File: src/rtl/pool_window_gen_pkg.sv
// Shared definitions for the pooling-window front end.
//   DATA_WIDTH : element width carried through the pooling datapath
//   WIN_ELEMS  : elements per 2x2 pooling window
//   WIN_*      : element slot of each window position inside win_data
//   state_e    : window-generator FSM state, also exported on dbg_state
package pool_window_gen_pkg;

  localparam int DATA_WIDTH = 16;
  localparam int WIN_ELEMS  = 4;

  localparam int WIN_TL = 0;
  localparam int WIN_TR = 1;
  localparam int WIN_BL = 2;
  localparam int WIN_BR = 3;

  typedef enum logic [1:0] {
    ST_IDLE  = 2'd0,
    ST_RUN   = 2'd1,
    ST_DRAIN = 2'd2,
    ST_DONE  = 2'd3
  } state_e;

endpackage

File: src/rtl/pool_line_buffer.sv
// Half-row line buffer: simple dual-port RAM, one write port and one
// synchronous read port. No reset; contents are only meaningful once the
// even row of the current band has written them.
//   clk     : clock
//   we      : write enable
//   waddr   : write address
//   wdata   : write data
//   raddr   : read address, sampled every cycle
//   rd_data : registered read data (one cycle after raddr)
module pool_line_buffer #(
  parameter int WIDTH = 32,
  parameter int AW    = 5,
  parameter int DEPTH = 32
) (
  input  logic             clk,
  input  logic             we,
  input  logic [AW-1:0]    waddr,
  input  logic [WIDTH-1:0] wdata,
  input  logic [AW-1:0]    raddr,
  output logic [WIDTH-1:0] rd_data
);

  logic [WIDTH-1:0] mem_q [DEPTH];
  logic [WIDTH-1:0] rd_data_q;

  always_ff @(posedge clk) begin
    if (we) mem_q[waddr] <= wdata;
    rd_data_q <= mem_q[raddr];
  end

  assign rd_data = rd_data_q;

endmodule

File: src/rtl/pool_window_gen.sv
// 2x2 stride-2 pooling window generator.
// Takes one channel of a raster-order pixel stream and emits non-overlapping
// 2x2 windows. The even row of each band is packed into a half-row line
// buffer (one entry per column pair); the odd row completes the windows.
// Odd trailing columns and an odd trailing row are accepted and dropped.
//
// Ports:
//   clk, rst          : clock, synchronous active-high reset
//   start             : one-cycle pulse, latches cfg_* when IDLE
//   cfg_width/height  : frame geometry in pixels / rows
//   s_data/valid/ready: pixel input stream
//   win_data/valid/ready : window output, element k at bits k*DATA_WIDTH
//                       ([0]=TL, [1]=TR, [2]=BL, [3]=BR)
//   busy              : frame in progress (RUN, DRAIN, DONE)
//   frame_done        : one-cycle pulse after the last window is taken
//   cfg_err           : sticky, set by a start with a bad geometry
//   dbg_state         : current FSM state
//
// Handshake: a transfer happens on a rising edge where valid && ready are
// both high. A producer holding valid keeps its data stable until the
// transfer; ready may depend combinationally on the consumer's ready.
module pool_window_gen
  import pool_window_gen_pkg::*;
#(
  parameter int MAX_WIDTH = 64
) (
  input  logic                            clk,
  input  logic                            rst,
  input  logic                            start,
  input  logic [$clog2(MAX_WIDTH):0]      cfg_width,
  input  logic [15:0]                     cfg_height,
  input  logic [DATA_WIDTH-1:0]           s_data,
  input  logic                            s_valid,
  output logic                            s_ready,
  output logic [WIN_ELEMS*DATA_WIDTH-1:0] win_data,
  output logic                            win_valid,
  input  logic                            win_ready,
  output logic                            busy,
  output logic                            frame_done,
  output logic                            cfg_err,
  output state_e                          dbg_state
);

  localparam int CW     = $clog2(MAX_WIDTH) + 1;
  localparam int ADDR_W = (MAX_WIDTH > 2) ? $clog2(MAX_WIDTH / 2) : 1;
  localparam int LB_W   = 2 * DATA_WIDTH;
  localparam int WIN_W  = WIN_ELEMS * DATA_WIDTH;

  state_e                state_q, state_d;
  logic [CW-1:0]         cfg_w_q, cfg_w_d;
  logic [15:0]           cfg_h_q, cfg_h_d;
  logic [CW-1:0]         col_q, col_d;
  logic [15:0]           row_q, row_d;
  logic [DATA_WIDTH-1:0] pair_q, pair_d;
  logic                  cfg_err_q, cfg_err_d;
  logic                  win_valid_q, win_valid_d;
  logic [WIN_W-1:0]      win_data_q, win_data_d;

  logic                  lb_we;
  logic [LB_W-1:0]       lb_wdata;
  logic [LB_W-1:0]       lb_rdata;
  logic [ADDR_W-1:0]     lb_addr;
  logic                  cfg_ok;
  logic                  row_live;
  logic                  accept;

  // Both ports use the column-pair index. The read side runs every cycle, so
  // by the time the odd-column pixel arrives (at least one cycle after the
  // even one) the entry for this pair is already on rd_data. Writes happen
  // only on even rows and reads are consumed only on odd rows.
  assign lb_addr = col_q[ADDR_W:1];

  pool_line_buffer #(
    .WIDTH (LB_W),
    .AW    (ADDR_W),
    .DEPTH (1 << ADDR_W)
  ) u_lb (
    .clk     (clk),
    .we      (lb_we),
    .waddr   (lb_addr),
    .wdata   (lb_wdata),
    .raddr   (lb_addr),
    .rd_data (lb_rdata)
  );

  assign cfg_ok = (cfg_width >= CW'(2)) && (cfg_width <= CW'(MAX_WIDTH)) &&
                  (cfg_height >= 16'd2);

  // Rows past the last even boundary belong to no window.
  assign row_live = row_q < {cfg_h_q[15:1], 1'b0};

  always_comb begin
    state_d     = state_q;
    cfg_w_d     = cfg_w_q;
    cfg_h_d     = cfg_h_q;
    col_d       = col_q;
    row_d       = row_q;
    pair_d      = pair_q;
    cfg_err_d   = cfg_err_q;
    win_valid_d = win_valid_q;
    win_data_d  = win_data_q;
    s_ready     = 1'b0;
    lb_we       = 1'b0;
    lb_wdata    = {s_data, pair_q};
    accept      = 1'b0;

    // A taken window frees the output register unless reloaded below.
    if (win_valid_q && win_ready) win_valid_d = 1'b0;

    unique case (state_q)
      ST_IDLE: begin
        if (start) begin
          if (cfg_ok) begin
            cfg_w_d   = cfg_width;
            cfg_h_d   = cfg_height;
            col_d     = '0;
            row_d     = '0;
            cfg_err_d = 1'b0;
            state_d   = ST_RUN;
          end else begin
            cfg_err_d = 1'b1;
          end
        end
      end

      ST_RUN: begin
        s_ready = !win_valid_q || win_ready;
        accept  = s_valid && s_ready;
        if (accept) begin
          if (!col_q[0]) begin
            pair_d = s_data;
          end else if (row_live) begin
            if (!row_q[0]) begin
              lb_we = 1'b1;
            end else begin
              win_data_d[WIN_TL*DATA_WIDTH +: DATA_WIDTH] = lb_rdata[DATA_WIDTH-1:0];
              win_data_d[WIN_TR*DATA_WIDTH +: DATA_WIDTH] = lb_rdata[LB_W-1:DATA_WIDTH];
              win_data_d[WIN_BL*DATA_WIDTH +: DATA_WIDTH] = pair_q;
              win_data_d[WIN_BR*DATA_WIDTH +: DATA_WIDTH] = s_data;
              win_valid_d = 1'b1;
            end
          end
          // Wrap on the last physical column so an odd trailing pixel is
          // consumed but never paired.
          if (col_q == cfg_w_q - CW'(1)) begin
            col_d = '0;
            row_d = row_q + 16'd1;
            if (row_q == cfg_h_q - 16'd1) state_d = ST_DRAIN;
          end else begin
            col_d = col_q + CW'(1);
          end
        end
      end

      ST_DRAIN: begin
        if (!win_valid_q || win_ready) state_d = ST_DONE;
      end

      ST_DONE: begin
        state_d = ST_IDLE;
      end

      default: state_d = ST_IDLE;
    endcase
  end

  always_ff @(posedge clk) begin
    if (rst) begin
      state_q     <= ST_IDLE;
      cfg_w_q     <= '0;
      cfg_h_q     <= '0;
      col_q       <= '0;
      row_q       <= '0;
      pair_q      <= '0;
      cfg_err_q   <= 1'b0;
      win_valid_q <= 1'b0;
      win_data_q  <= '0;
    end else begin
      state_q     <= state_d;
      cfg_w_q     <= cfg_w_d;
      cfg_h_q     <= cfg_h_d;
      col_q       <= col_d;
      row_q       <= row_d;
      pair_q      <= pair_d;
      cfg_err_q   <= cfg_err_d;
      win_valid_q <= win_valid_d;
      win_data_q  <= win_data_d;
    end
  end

  assign win_valid  = win_valid_q;
  assign win_data   = win_data_q;
  assign cfg_err    = cfg_err_q;
  assign busy       = (state_q != ST_IDLE);
  assign frame_done = (state_q == ST_DONE);
  assign dbg_state  = state_q;

endmodule

File: config.mk
export PLATFORM = sky130hd
export DESIGN_NAME = pool_window_gen
export DESIGN_NICKNAME = d
export VERILOG_FILES = /design/src/rtl/pool_window_gen_pkg.sv /design/src/rtl/pool_line_buffer.sv /design/src/rtl/pool_window_gen.sv
export SDC_FILE = /design/constraint.sdc
export NUM_CORES = 1
export LEC_CHECK = 0
export CAP_MARGIN = 40
export CORE_MARGIN = 5
export CORE_UTILIZATION = 60
export DETAILED_ROUTE_END_ITERATION = 16
export HOLD_SLACK_MARGIN = 0.06
export PLACE_DENSITY = 0.82
export REMOVE_ABC_BUFFERS = 1
export SYNTH_ARGS = -nofsm -noshare
export SYNTH_HDL_FRONTEND = slang
export SYNTH_SLANG_ARGS = --single-unit
File: constraint.sdc
create_clock -name clk -period 13 [get_ports clk]
set_input_delay 2.6 -clock clk [delete_from_list [all_inputs] [get_ports clk]]
set_output_delay 2.6 -clock clk [all_outputs]
set_load 0.005 [all_outputs]
* Yosys cells after proc, flatten, opt, wreduce, memory -nomap -nowiden
Memory sizes are Yosys's and may differ from the RTL's. A register that Yosys moved wholly into a read port is not among the register bits. Index checks and enable logic that the tools add are counted.
Word-level totals: ROM bits 0, bits in registers 130, bits in writable memories 1024, latch bits 0, bits of input ports 44, output and inout bits 71, logic and storage cells 78, memories kept 1
Memories:
- u_lb.mem_q | words 32, bits a word 32, rd ports 1, clocked after memory_dff 1, write ports 1, RTL line pool_line_buffer.sv:23 | logic [WIDTH-1:0] mem_q [DEPTH];
Operators by class: mux-type cells 32, equality and inequality tests 11, div/mod/pow operators 0, multiply operators 0, bitwise gates (word level) 1, reduce and logical (&&, ||, !) cells 16, magnitude comparators 4, add/sub/neg operators 4, shift operators 0
Operator list (number):
- $mux W16 | 4
- $pmux W16 S2 | 1
- $mux W7 | 4
- $add A16 B1 Y16 const B | 1
- $eq A16 B16 Y1 | 1
- $ge A16 B2 Y1 const B | 1
- $lt A16 B16 Y1 | 1
- $sub A16 B1 Y16 const B | 1
- $mux W1 | 15
- $pmux W7 S2 | 1
- $mux W2 | 6
- $ne A2 B2 Y1 const B | 6
- $reduce_and A5 Y1 | 2
- $pmux W2 S4 | 1
- $add A7 B1 Y7 const B | 1
- $eq A7 B7 Y1 | 1
- $ge A7 B2 Y1 const B | 1
- $le A7 B7 Y1 const B | 1
- $sub A7 B1 Y7 const B | 1
- $reduce_and A3 Y1 | 2
- $reduce_and A6 Y1 | 1
- $eq A2 B2 Y1 const B | 2
- $logic_and A1 B1 Y1 | 4
- $reduce_and A4 Y1 | 1
- 7 further kinds | 8

* Longest topological paths before layout
Gate-level depths: netlist of the first run.
depth after elaboration 7, gate-level depth with buffers 11, mapped depth without buffers 10

* By module
A second synthesis of the first run with hierarchy kept.
Unflattened totals: cell total of the unflattened synthesis 2956, area, all modules 46533.4 um2
Modules (own cells, without submodules):
- pool_line_buffer | sequential area each 31390.1 um2, area an instance 40492.6 um2, cells an instance 2260, times used 1
- pool_window_gen | sequential area each 2602.5 um2, area an instance 6040.8 um2, cells an instance 696, times used 1

* Least setup slack after synthesis of the first run
Ideal clock, no wire load.
path kind input port to flip-flop, from input port win_ready, to memory u_lb.mem_q[13][0], enable pin, setup time 513 ps, buffers on the path 1, data arrival time 6869 ps, slack 5618 ps, stages 7, required time 12487 ps, cells stage by stage nor2b_1 nor4_1 o2111ai_1 a21oi_1 nand2_1 clkbuf_1 nor4b_1
On the way: cells in the longest elaborated chain, start to end 6
Ends and longest elaborated chain:
- start: declaration | RTL line pool_window_gen.sv:37 | input logic win_ready,
- $logic_or A1 B1 Y1 | RTL line pool_window_gen.sv:127 | s_ready = !win_valid_q || win_ready;
- $logic_and A1 B1 Y1 | RTL line pool_window_gen.sv:128 | accept = s_valid && s_ready;
- $mux W1 | RTL line pool_window_gen.sv:129 | if (accept) begin
- $mux W1 | RTL line pool_window_gen.sv:110 | unique case (state_q)
- $mux W1 | RTL line pool_line_buffer.sv:27 | if (we) mem_q[waddr] <= wdata;
- $mux W1 (implied by the code) | RTL line pool_line_buffer.sv:27
- end: declaration | RTL line pool_line_buffer.sv:23
Every way passes these cells.

* Worst setup path in the final report of the first run
from input port win_ready, to output port s_ready
On the way: cells in the longest elaborated chain, start to end 2
Ends and longest elaborated chain:
- $logic_or A1 B1 Y1 | RTL line pool_window_gen.sv:127
- $mux W1 | RTL line pool_window_gen.sv:110
- end: declaration | RTL line pool_window_gen.sv:34 | output logic s_ready,
Every way passes these cells.

==> results.sh, run 1 <==
export IMPL_post_route_period_util_pct=49.7
export IMPL_r2r_cells=11
export IMPL_postPlaceCellArea_um2=48300
export IMPL_critPathLaunchType="primary input"
export IMPL_fin_setup_tns_ns=0
export IMPL_drc=0
export IMPL_fin_area_um2=52200
export IMPL_wl_per_cell_um=34.5
export IMPL_hold_depth=2
export IMPL_fin_nets=2542
export IMPL_grt_first_pass_wirelength_mm=178
export IMPL_hold_path_class="reg2reg"
export IMPL_synth_main_ff_cell="edfxtp_1"
export IMPL_powerDensity_nw_per_um2=155
export IMPL_netlist_area_um2=45100
export IMPL_port_buffers=114
export IMPL_firstDrtPassIters=5
export IMPL_first_iter_violations=4035
export IMPL_hold_viol=0
export IMPL_skew_ns=0.0415
export IMPL_final_max_slew_violation_count=0
export IMPL_antenna_found_initial=1
export IMPL_first_global_vias=25900
export IMPL_row_count=100
export IMPL_antenna_left=0
export IMPL_min_period_ns=6.47
export IMPL_synth_compound_area_share_pct=3.08
export IMPL_die_x_um=284
export IMPL_clock_sinks=1186
export IMPL_yosys_area_share_adder_pct=0.638
export IMPL_cts_path_max_buffers=3
export IMPL_dieArea_um2=80700
export IMPL_maxSlewHeadroom_pct=23.4
export IMPL_drt_wl_total_mm=122
export IMPL_maxCapViolCount=0
export IMPL_setup_viol=0
export IMPL_cts_hold_buf=0
export IMPL_insertion_delay_ns=0.71
export IMPL_synth_area_leaders="edfxtp_1 (68%), mux4_2 (13%), dfxtp_1 (7.2%)"
export IMPL_clkSlewWorstSetupHoldPaths_ns=0.06
export IMPL_synth_cells=2268
export IMPL_ys_ff_latch=1186
export IMPL_cts_resized=0
export IMPL_pin_count=115
export IMPL_synth_top_family_by_area="multiplexers"
export IMPL_synth_top_area_share_pct=68.2
export IMPL_cts_made_buffers=111
export IMPL_synth_mux_area_share_pct=15.1
export IMPL_grtUsageTotal_pct=30.2
export IMPL_yosysSeqAreaShare_pct=75.4
export IMPL_whs_ns=0.467
export IMPL_crit_fanout=6
export IMPL_post_place_ws_ns=6.52
export IMPL_avgViaCountPerCell=7.06
export IMPL_status="finished clean"
export IMPL_setup_slack_ns=6.53
export IMPL_gp_congestion=0.822
export IMPL_worstMarginPinSlew_ns=1.15
export IMPL_critPathKind="in2out"
export IMPL_synth_edf_count=1024
export IMPL_diodes=0
export IMPL_grt_overflow_total=0
export IMPL_rsz0062_at_grt="no"
export IMPL_areaGrowthSynthToFinish_pct=15.7
export IMPL_core_area_um2=74400
export IMPL_drive_gt1_share_pct=23.1
export IMPL_synthArstFlopShare_pct=0
export IMPL_ys_types=58
export IMPL_grt_max_degree=159
export IMPL_critPathArrivalTime_ns=3.87
export IMPL_power_leakage_nw=16.5
export IMPL_synth_top_cell_by_area="edfxtp_1"
export IMPL_fillers=4064
export IMPL_synth_simple_area_share_pct=3.45
export IMPL_initial_core_util_pct=60.5
export IMPL_fmax_ghz=0.155
export IMPL_irDropWorstVdd_uv=136
export IMPL_ys_warn_count=0
export IMPL_cts_root_buf="clkbuf_16"
export IMPL_hpwlAfterDp_mm=61.2
export IMPL_end_kind="output pin"
export IMPL_die_y_um=284
export IMPL_cts_setup_buffers=0
export IMPL_critPathRequiredTime_ns=10.40
export IMPL_synth_xor_area_share_pct=0.972
export IMPL_syn_avg_cell_area_um2=19.9
export IMPL_vias=25000
export IMPL_cts_tree="built"
export IMPL_htree_levels=3
-- critical path, stage by stage --
cell and delay [ns]:
clkdlybuf4s50_1 0.41, nor2b_1 0.31, nor2_1 0.09, clkdlybuf4s50_1 0.46
-- registers in the layout, indices dropped and copies added, names as in the netlist --
signal        count
u_lb.mem_q     1024
win_data         64
u_lb.rd_data     32
cfg_h_q          16
pair_q           16
row_q            16
cfg_w_q           7
col_q             7
dbg_state         2
cfg_err           1
win_valid         1
-- cell type report --
cell class                 instances  area, µm²  area share [%]
timing repair buffer             222       2380            4.57
clock inverter                    58        608            1.17
clock buffer                     154       3180            6.09
sequential                      1186      34000            65.2
inverter                          25       93.8           0.180
tap                              969       1210            2.32
multi-input combinational        929      10700            20.5
-- synthesized netlist by cell type, types with 18 or more instances --
| master | count |
|---|---|
| a22oi_1 | 128 |
| buf_1 | 33 |
| clkbuf_1 | 83 |
| dfxtp_1 | 162 |
| edfxtp_1 | 1024 |
| ha_1 | 23 |
| inv_1 | 25 |
| mux2i_1 | 103 |
| mux4_2 | 256 |
| nand2_1 | 18 |
| nand4_1 | 43 |
| nor2_1 | 147 |
| nor3_1 | 34 |
| xnor2_1 | 22 |
| xor2_1 | 28 |
-- per-stage QoR --
stage	util, %	total power [mW]	std cells
5_1_grt	70.1	8.32	3543
2_1_floorplan	-	4.68	2140
6_report	70.1	8.09	3543
4_1_cts	70.0	8.11	3539
3_5_place_dp	64.9	4.81	3327
3_3_place_gp	64.1	4.76	3293
-- cell usage in the layout, fill, tap and decap left out, types with 6 or more instances in the layout --
cell             netlist  layout
clkbuf_1              83      25
xnor2_1               22      22
buf_8                  0      22
nor3_1                34       9
xor2_1                28      28
nor3_2                 0      25
or3_1                  7       7
nand4_1               43      43
nor4_1                 6       6
nand3_1               17      17
dfxtp_1              162     160
a21o_1                 7       7
clkinv_1               0      15
ha_1                  23      23
a22oi_1              128     128
a21oi_1               13      13
mux4_2               256     256
edfxtp_1            1024    1024
o21ai_0                7       7
clkbuf_16              0     116
nand2_1               18      18
inv_1                 25      25
clkinv_2               0      18
buf_4                  2      69
buf_16                 0      10
nor4b_2                0       8
clkbuf_8               0      13
mux2i_1              103     103
clkdlybuf4s50_1        0     113
bufinv_16              0       8
nor2_1               147     145
-- worst paths after layout --
path | from | end | slack [ns]
max | win_ready | s_ready | 6.53
min reg2reg | u_lb.rd_data[4]$_DFF_P_ | win_data[4]$_SDFFE_PP0P_ | 0.47
min | u_lb.rd_data[4]$_DFF_P_ | win_data[4]$_SDFFE_PP0P_ | 0.47
max reg2reg | cfg_h_q[2]$_SDFFE_PP0P_ | u_lb.mem_q[12][2]$_DFFE_PP_ | 8.81
-- power by group --
| group | internal [mW] | switching [mW] | total (mW) | leakage, nW |
|---|---|---|---|---|
| sequential | 4.19 | 0.0401 | 4.23 | 10.7 |
| combinational | 0.225 | 0.292 | 0.516 | 3.96 |
| clock | 1.88 | 1.46 | 3.34 | 1.84 |
| total | 6.30 | 1.79 | 8.09 | 16.5 |
-- cell families after synthesis --
kind of cell / count (synthesis)
flops: 1186
mux: 360
simple gates: 316
compound gates: 180
buf+inv: 153
xor+xnor: 50
fa+ha+maj: 23
-- layer usage --
| metal | part of all wire, % | up-vias | wire length (µm) | track usage (%) |
|---|---|---|---|---|
| met3 | 12 | 391 | 15000 | 6.64 |
| met4 | 4.8 | 0 | 5920 | 13.0 |
| li1 | - | 9702 | - | - |
| met1 | 34 | 12700 | 41300 | 39.8 |
| met5 | 0 | - | 0 | 0 |
| met2 | 49 | 2212 | 60100 | 49.6 |
Power figures use the tool's default switching activity.
==> inputs of run 2 (changes only) <==
Clock period 13 ns to 6.23 ns, I/O delays scaled along.
==> run 2 against run 1 <==
Compared with the run above: final cell count rose by 0.20%; largest cell class unchanged; wire length down 2.1%; critical path depth grew 5; highest routed layer is now met5; sequential power rose by 110%; critical endpoint is now u_lb.mem_q[31][22]$_DFFE_PP_; die area is the same; power increased by 110%.
==> results.sh, run 2 (synthesis results as in run 1) <==
export IMPL_status="finished clean"
export IMPL_final_cell_mix="edfxtp_1 (1024), mux4_2 (256), dfxtp_1 (160)"
export IMPL_avgViaCountPerCell=6.98
export IMPL_diodes=0
export IMPL_fmax_ghz=0.254
export IMPL_vias=24800
export IMPL_crit_fanout=26
export IMPL_antenna_left=0
export IMPL_final_max_slew_violation_count=0
export IMPL_final_common_cell="edfxtp_1"
export IMPL_drt_wl_total_mm=120
export IMPL_hpwlAfterDp_mm=63.4
export IMPL_initial_core_util_pct=60.5
export IMPL_skew_ns=0.0656
export IMPL_slowest_stage="nor3_2"
export IMPL_maxCapViolCount=0
export IMPL_cts_setup_buffers=0
export IMPL_grt_overflow_total=0
export IMPL_dieArea_um2=80700
export IMPL_post_route_period_util_pct=63.1
export IMPL_crit_buf_inv=3
export IMPL_rsz0062_at_grt="no"
export IMPL_drc=0
export IMPL_dp_cells=3339
export IMPL_max_stage_delay_ns=0.61
export IMPL_end_kind="flip-flop"
export IMPL_cts_path_max_buffers=3
export IMPL_cts_tree="built"
export IMPL_fin_nets=2552
export IMPL_wl_per_cell_um=33.7
export IMPL_pin_count=115
export IMPL_critPathLaunchType="primary input"
export IMPL_worstMarginPinSlew_ns=1.02
export IMPL_powerDensity_nw_per_um2=323
export IMPL_clkSlewWorstSetupHoldPaths_ns=0.06
export IMPL_clock_sinks=1186
export IMPL_insertion_delay_ns=0.70
export IMPL_regMostFlops="u_lb.mem_q"
export IMPL_port_buffers=114
export IMPL_cts_root_buf="clkbuf_16"
export IMPL_areaGrowthSynthToFinish_pct=16.0
export IMPL_grtUsageTotal_pct=29.6
export IMPL_largest_reg_flops=1024
export IMPL_hold_viol=0
export IMPL_antenna_found_initial=1
export IMPL_path_cells="clkdlybuf4s50_1 -> nor2b_1 -> nor4_1 -> o2111ai_1 -> a21oi_1 -> nand2_1 -> buf_4 -> nor3_2 -> buf_12"
export IMPL_irDropWorstVdd_uv=276
export IMPL_whs_ns=0.470
export IMPL_gp_congestion=0.830
export IMPL_core_area_um2=74400
export IMPL_first_iter_violations=3891
export IMPL_maxSlewHeadroom_pct=31.8
export IMPL_grt_max_degree=126
export IMPL_drive_gt1_share_pct=23.4
export IMPL_hold_path_class="reg2reg"
export IMPL_utilization_pct=70.2
export IMPL_first_global_vias=25500
export IMPL_min_period_ns=3.93
export IMPL_critPathArrivalTime_ns=4.30
export IMPL_grt_first_pass_wirelength_mm=175
export IMPL_power_leakage_nw=16.6
export IMPL_setup_viol=0
export IMPL_path_delay_family="simple AND/OR/NAND/NOR gates"
export IMPL_htree_levels=3
export IMPL_die_y_um=284
export IMPL_fillers=4118
export IMPL_firstDrtPassIters=5
export IMPL_die_x_um=284
export IMPL_fin_cells=3550
export IMPL_critPathKind="in2reg"
export IMPL_cts_made_buffers=111
export IMPL_critPathRequiredTime_ns=6.60
export IMPL_cts_hold_buf=0
export IMPL_cts_resized=0
export IMPL_row_count=100
## run 2: changes by cell type in the layout (fill, tap and decap cells not counted), sizes merged
cell      previous run  this run
clkinv              38        29
inv                 31        28
buf                109       119
bufinv               8         6
clkbuf             154       167
clkinvlp             6         4
## run 2: path summary, 6_finish.rpt
path	start	endpoint	slack, ns	depth (start not counted)
setup / recovery	win_ready	u_lb.mem_q[31][22]$_DFFE_PP_	2.30	9
hold / removal	u_lb.rd_data[24]$_DFF_P_	win_data[24]$_SDFFE_PP0P_	0.47	2
setup reg to reg	cfg_h_q[2]$_SDFFE_PP0P_	u_lb.mem_q[31][22]$_DFFE_PP_	2.31	11
hold reg to reg	u_lb.rd_data[24]$_DFF_P_	win_data[24]$_SDFFE_PP0P_	0.47	2
## run 2: report_power, final
group | internal [mW] | leakage (nW) | total, mW | switching, mW
sequential | 8.75 | 10.7 | 8.83 | 0.0883
combinational | 0.468 | 4.02 | 1.08 | 0.608
clock | 3.96 | 1.84 | 6.96 | 3.00
## run 2: worst min-delay path: stages, from the launching register on
cell	delay, ns
dfxtp_1	0.30
mux2i_1	0.06
nor2_1	0.07
## run 2: area by class of cell
| cell class | instances | area (µm²) | area share, % |
|---|---|---|---|
| Clock inverter | 42 | 448 | 0.857 |
| Clock buffer | 167 | 3330 | 6.37 |
| Sequential cell | 1186 | 34000 | 65.0 |
| Timing Repair Buffer | 232 | 2490 | 4.77 |
| Tap cell | 969 | 1210 | 2.32 |
| Inverter | 25 | 93.8 | 0.180 |
| Multi-Input combinational cell | 929 | 10700 | 20.5 |
## run 2: stage by stage
step	power, mW	area (µm²)	TNS [ns]	setup slack, ns
finish	16.9	52300	0	2.30
global route	17.4	52300	0	2.11
floorplan	9.78	44600	-7767.69	-8.94
global placement	9.94	47800	0	1.75
CTS	16.9	52200	0	2.31
detailed placement	10.0	48500	0	1.67
## run 2: metal layers
metal	vias to the layer above	routed length (µm)	track usage, %	part of all wire (%)
li1	9729	-	-	-
met2	2099	60600	49.5	51
met3	361	14100	7.58	12
met1	12600	40100	37.9	33
met5	-	7	0	0.0058
met4	2	5030	11.7	4.2
